File: config.mk
export PLATFORM = sky130hd
export DESIGN_NAME = dom_argmax_collector
export DESIGN_NICKNAME = d
export VERILOG_FILES = /design/src/rtl/dom_argmax_collector.sv
export SDC_FILE = /design/constraint.sdc
export NUM_CORES = 1
export LEC_CHECK = 0
export BUFFER_PORTS_ARGS = -buffer_cell sky130_fd_sc_hd__buf_4
export CAP_MARGIN = 10
export CORE_ASPECT_RATIO = 1.75
export CORE_UTILIZATION = 51
export CTS_CLUSTER_SIZE = 24
export DETAILED_ROUTE_END_ITERATION = 16
export PLACE_DENSITY_LB_ADDON = 0.08
export REMOVE_ABC_BUFFERS = 1
export SETUP_SLACK_MARGIN = 0.5
export SLEW_MARGIN = 0
export SYNTH_ARGS = -nofsm -noshare
export SYNTH_HDL_FRONTEND = slang
export SYNTH_SLANG_ARGS = --single-unit
File: constraint.sdc
create_clock -name clock -period 5.87 [get_ports clock]
set_clock_uncertainty 0.2 [all_clocks]
set_input_delay 0.2935 -clock clock [delete_from_list [all_inputs] [get_ports clock]]
set_output_delay 0.2935 -clock clock [all_outputs]
set_load 0.01 [all_outputs]
File: src/rtl/dom_argmax_collector.sv
// Captures CNN output-write frames into a two-bank ping-pong buffer and reports
// the argmax of each sealed frame on a valid/ready result port.
module dom_argmax_collector #(
  parameter int DATA_WIDTH     = 16,
  parameter int NUM_CLASSES    = 8,
  parameter int SIGNED_COMPARE = 0,
  localparam int AW = (NUM_CLASSES > 1) ? $clog2(NUM_CLASSES) : 1
) (
  input  logic                  clock,
  input  logic                  reset,
  input  logic                  go,
  input  logic                  dom_ready,
  input  logic [AW-1:0]         dom_address,
  input  logic [DATA_WIDTH-1:0] dom_data,
  input  logic                  flush,
  output logic                  res_valid,
  input  logic                  res_ready,
  output logic [AW-1:0]         res_class,
  output logic [DATA_WIDTH-1:0] res_value,
  output logic                  overrun,
  output logic                  dup_write,
  output logic [1:0]            dbg_state
);

  // Result port: res_valid stays high and res_class/res_value stay stable until
  // the cycle res_valid && res_ready; that edge transfers the result and frees its bank.

  typedef enum logic [1:0] {S_IDLE = 2'd0, S_SCAN = 2'd1, S_HOLD = 2'd2} state_t;

  localparam logic [AW-1:0] LAST_IDX = AW'(NUM_CLASSES - 1);

  state_t                 state_q, state_d;
  logic [DATA_WIDTH-1:0]  mem_q [2][NUM_CLASSES];
  logic [NUM_CLASSES-1:0] mask_q [2];
  logic [NUM_CLASSES-1:0] mask_d [2];
  logic [1:0]             busy_q, busy_d;
  logic                   wb_q, wb_d;
  logic                   cur_q, cur_d;
  logic [AW-1:0]          idx_q, idx_d;
  logic [DATA_WIDTH-1:0]  best_val_q, best_val_d;
  logic [AW-1:0]          best_idx_q, best_idx_d;
  logic                   res_valid_q, res_valid_d;
  logic [AW-1:0]          res_class_q, res_class_d;
  logic [DATA_WIDTH-1:0]  res_value_q, res_value_d;
  logic                   overrun_q, overrun_d;
  logic                   dup_q, dup_d;

  logic                   pending;
  logic                   write_ok;
  logic                   handshake;
  logic                   other_free;
  logic                   seal;
  logic [NUM_CLASSES-1:0] mask_eff;
  logic [NUM_CLASSES-1:0] mask_new;
  logic [DATA_WIDTH-1:0]  scan_val;
  logic [DATA_WIDTH-1:0]  cand_val;
  logic [AW-1:0]          cand_idx;

  function automatic logic gt(input logic [DATA_WIDTH-1:0] a, input logic [DATA_WIDTH-1:0] b);
    if (SIGNED_COMPARE != 0) return $signed(a) > $signed(b);
    else                     return a > b;
  endfunction

  // A busy write bank means it sealed while the other bank was still occupied.
  assign pending    = busy_q[wb_q];
  assign write_ok   = dom_ready && !pending;
  assign handshake  = (state_q == S_HOLD) && res_ready;
  assign other_free = !busy_q[~wb_q] || (handshake && (cur_q == ~wb_q));
  assign mask_eff   = (go && !pending) ? '0 : mask_q[wb_q];
  assign mask_new   = mask_eff | (write_ok ? (NUM_CLASSES'(1) << dom_address) : '0);
  assign seal       = !pending && ((&mask_new) || (flush && (|mask_new)));
  // Entries never written in a flushed frame score as zero.
  assign scan_val   = mask_q[cur_q][idx_q] ? mem_q[cur_q][idx_q] : '0;

  always_comb begin
    state_d     = state_q;
    idx_d       = idx_q;
    cur_d       = cur_q;
    best_val_d  = best_val_q;
    best_idx_d  = best_idx_q;
    res_valid_d = res_valid_q;
    res_class_d = res_class_q;
    res_value_d = res_value_q;
    wb_d        = wb_q;
    busy_d      = busy_q;
    mask_d[0]   = mask_q[0];
    mask_d[1]   = mask_q[1];
    cand_val    = best_val_q;
    cand_idx    = best_idx_q;
    overrun_d   = (go ? 1'b0 : overrun_q) | (dom_ready && pending);
    dup_d       = (go ? 1'b0 : dup_q) | (write_ok && mask_eff[dom_address]);

    if (!pending) mask_d[wb_q] = mask_new;
    if (seal) busy_d[wb_q] = 1'b1;
    if ((seal || pending) && other_free) wb_d = ~wb_q;

    case (state_q)
      S_IDLE: begin
        if (|busy_q) begin
          // Prefer the bank not scanned last: it is the older of two sealed banks.
          cur_d   = busy_q[~cur_q] ? ~cur_q : cur_q;
          idx_d   = '0;
          state_d = S_SCAN;
        end
      end
      S_SCAN: begin
        if ((idx_q == '0) || gt(scan_val, best_val_q)) begin
          cand_val = scan_val;
          cand_idx = idx_q;
        end
        best_val_d = cand_val;
        best_idx_d = cand_idx;
        if (idx_q == LAST_IDX) begin
          state_d     = S_HOLD;
          res_valid_d = 1'b1;
          res_class_d = cand_idx;
          res_value_d = cand_val;
        end else begin
          idx_d = idx_q + AW'(1);
        end
      end
      S_HOLD: begin
        if (res_ready) begin
          state_d        = S_IDLE;
          res_valid_d    = 1'b0;
          mask_d[cur_q]  = '0;
          busy_d[cur_q]  = 1'b0;
        end
      end
      default: state_d = S_IDLE;
    endcase
  end

  always_ff @(posedge clock or negedge reset) begin
    if (!reset) begin
      state_q     <= S_IDLE;
      idx_q       <= '0;
      cur_q       <= 1'b1;
      best_val_q  <= '0;
      best_idx_q  <= '0;
      res_valid_q <= 1'b0;
      res_class_q <= '0;
      res_value_q <= '0;
      wb_q        <= 1'b0;
      busy_q      <= '0;
      mask_q[0]   <= '0;
      mask_q[1]   <= '0;
      overrun_q   <= 1'b0;
      dup_q       <= 1'b0;
    end else begin
      state_q     <= state_d;
      idx_q       <= idx_d;
      cur_q       <= cur_d;
      best_val_q  <= best_val_d;
      best_idx_q  <= best_idx_d;
      res_valid_q <= res_valid_d;
      res_class_q <= res_class_d;
      res_value_q <= res_value_d;
      wb_q        <= wb_d;
      busy_q      <= busy_d;
      mask_q[0]   <= mask_d[0];
      mask_q[1]   <= mask_d[1];
      overrun_q   <= overrun_d;
      dup_q       <= dup_d;
    end
  end

  // Score storage needs no reset: the valid masks gate every read.
  always_ff @(posedge clock) begin
    if (write_ok) mem_q[wb_q][dom_address] <= dom_data;
  end

  assign res_valid = res_valid_q;
  assign res_class = res_class_q;
  assign res_value = res_value_q;
  assign overrun   = overrun_q;
  assign dup_write = dup_q;
  assign dbg_state = state_q;

endmodule
==> impl_metrics.csv <==
group,metric,value,unit
run_status,status,"completed",
worst_setup_path,worstPathMaxFanout,37,
clock_tree,cts.clk_slew.worst_paths,0.07,ns
final_layout,nFillCells,2052,
synth,ys_top_cells_by_count,"edfxtp_1, mux4_2, dfrtp_1, nor2_1, inv_1",
sta,fin_hold_ws,0.1545,ns
die,row_count,79,
worst_setup_path,critical-path-top-delay-family,"multiplexers",
power,power.density,533.6,mW/mm^2
global_route,overflow,0,
placed_design,dpl.hpwl,18.49,mm
sta,tightest_slew,1.178,ns
route,final_antenna_net_count,0,
final_layout,layout-drive-gt1-share,0.2800,
worst_setup_path,start_kind,"register",
synth,synth-edff-count,256,
placed_design,dpl_cell_area,0.01469,sq mm
route,vias,7570,
synth,synthTopCellsByArea,"edfxtp_1, mux4_2, dfrtp_1",
synth,ys_seq_elements,322,
die,core,0.02669,sq mm
route,wire_per_inst,24.43,um
clock_tree,cts_tree,"yes",
final_layout,nNetsFinal,928,
worst_setup_path,worst-endpoint-arrival,5.21,ns
die,initial_core_util,0.5193,
global_route,grt_pass1_wl,46.09,mm
route,drc,0,
final_layout,multi_input_area,0.004184,sq mm
sta,period_share,0.8465,
final_layout,fin_area,0.01579,sq mm
placed_design,portBuffers,48,
synth,synth_area_per_cell,17.26,sq um
final_layout,syn_to_final_growth,13.96,%
synth,synth.distinct_cells,51,
sta,hold_violations,0,
clock_tree,htreeDepth,1,
clock_tree,clock_path_buffers,3,
worst_setup_path,critPathRequiredTime,6.11,ns
global_route,grt_use_total,0.2262,
clock_tree,clockRootBuffer,"clkbuf_16",
clock_tree,cts_resized,0,
worst_setup_path,crit_slowest_cell,"nor3_2",
die,ios,49,
route,drt_iter0_markers,654,
die,die_width,126.6,um
synth,yosysWarnings,0,
route,wl,30.07,mm
job,drv_cap,0,
power,p_leak,5.582,nW
worst_setup_path,cp_cell_sequence,"buf_12 > mux4_2 > mux4_2 > nor2b_4 > ha_1 > a21oi_1 > o21ai_1 > a221oi_1 > nor3_2 > o31ai_4 > buf_4 > mux2_1",
clock_tree,cts_made_buffers,29,
synth,async_flop_share,0.2050,
synth,synth-seq-area-share,0.6740,
clock_tree,post_cts_buffers,0,
placed_design,post-place-ws,0.8575,ns
worst_setup_path,slowest_delay,0.94,ns
synth,synth_top_cell_by_area,"edfxtp_1",
synth,synth.most_common_cell,"edfxtp_1",
sta,setup_viol,0,
sta,maxSlewHeadroom,0.2102,
sta,min_period,4.969,ns
die,die_h,220.1,um
die,dieArea,0.02786,sq mm
sta,slew_viol_final,0,
worst_setup_path,worst-path-buf-inv,2,
final_layout,antennaDiodeCount,0,
worst_setup_path,end_kind,"register",
synth,synth_area,0.01386,sq mm
final_layout,layout.area.seq,0.009345,sq mm
placed_design,place_congestion,0.8911,
clock_tree,hold_buffers,22,
worst_setup_path,worst_path_most_repeated_cell,"mux4_2",
power,ir_drop,0.3498,mV
sta,fmax,201.3,MHz
synth,synthCells,803,
synth,ys.flop_type,"edfxtp_1",
route,viasPerCell,6.149,
clock_tree,cts_sinks,322,
global_route,antenna_found_initial,0,
worst_setup_path,crit_type,"register to register",
global_route,first_global_vias,7768,
sta,fin_ws,0.9013,ns
worst_hold_path,hp-class,"input pin to register",
route,drtPass1Iterations,5,
sta,rsz0062_at_grt,"no",
global_route,grt_max_degree,67,
synth,yosys.area.top_type_share,0.5547,
clock_tree,clk-insertion-delay-late,0.56,ns
[worst paths after layout]
path	to	depth (start not counted)	from	slack, ns
min	mask_q[5]	4	dom_address[2]	0.15
max	best_idx_q[0]	12	cur_q	0.90
max reg2reg	best_idx_q[0]	12	cur_q	0.90
max in group asynchronous	idx_q[0]	2	reset	4.68
min reg2reg	best_idx_q[0]	1	best_idx_q[0]	0.30
min in group asynchronous	best_idx_q[0]	2	reset	0.19
[stage by stage]
| stage | total power, mW | TNS [ns] | util | cells |
|---|---|---|---|---|
| finish | 8.427 | 0 | 0.5917 | 1231 |
| global route | 8.923 | 0 | 0.5917 | 1231 |
| CTS | 8.517 | 0 | 0.5917 | 1231 |
| detailed placement | 6.728 | 0 | 0.5505 | 1155 |
| global placement | 6.653 | 0 | 0.5505 | 1155 |
| floorplan | 5.615 | -34.51 | - | 752 |
[registers in the layout, summed over array words and instances, names as in the netlist, 2 cells and up]
name,cells
res_class,3
mask_q,16
dbg_state,2
res_value,16
best_val_q,16
mem_q,256
best_idx_q,3
busy_q,2
idx_q,3
[per-layer routing]
metal  track usage  up-vias  share of wire
met5             0        -              0
met4       0.07108        0          0.027
met3       0.02646       59          0.040
met2        0.4149      199           0.54
met1        0.2783     3918           0.39
li1              -     3394              -
[final cells by class]
cell class / instances / share of cell area
well taps: 324 / 0.02567
clock buffers: 34 / 0.04714
repair buffers: 101 / 0.05387
flip-flops and latches: 322 / 0.5917
multi-input cells: 396 / 0.2649
clock inverters: 20 / 0.008557
inverters: 34 / 0.008081
[tightest hold or removal path: cells and delay by family]
family / cells / cell delay (ns)
and+or+nand+nor: 2 / 0.34
AOI/OAI and AO/OA: 1 / 0.09
buffers and inverters: 1 / 0.16
[layout by cell type (no fill, tap or decap), types with 13 or more instances in the layout]
cell type      instances
or4_1                 15
ha_1                  19
nor2b_4               13
a211oi_1              16
nor2_1                50
a21oi_1               18
buf_4                 76
mux2_2                20
dfrtp_1               64
a31oi_1               20
edfxtp_1             256
inv_1                 34
dlygate4sd3_1         22
nand2_1               20
mux4_2                84
o31ai_1               21
clkbuf_16             29
[kinds of logic after synthesis]
| group | share of synthesized area |
|---|---|
| buffers and inverters | 0.02718 |
| adders and majority gates | 0.01715 |
| muxes | 0.1586 |
| AOI/OAI and AO/OA | 0.05769 |
| and+or+nand+nor | 0.06537 |
| DFF | 0.6740 |
[power by group]
group | internal (mW) | total, mW | switching [mW]
combinational | 1.86 | 3.73 | 1.87
clock | 0.954 | 1.77 | 0.813
sequential | 2.71 | 2.93 | 0.226
total | 5.52 | 8.43 | 2.91
Power figures use the tool's default switching activity.
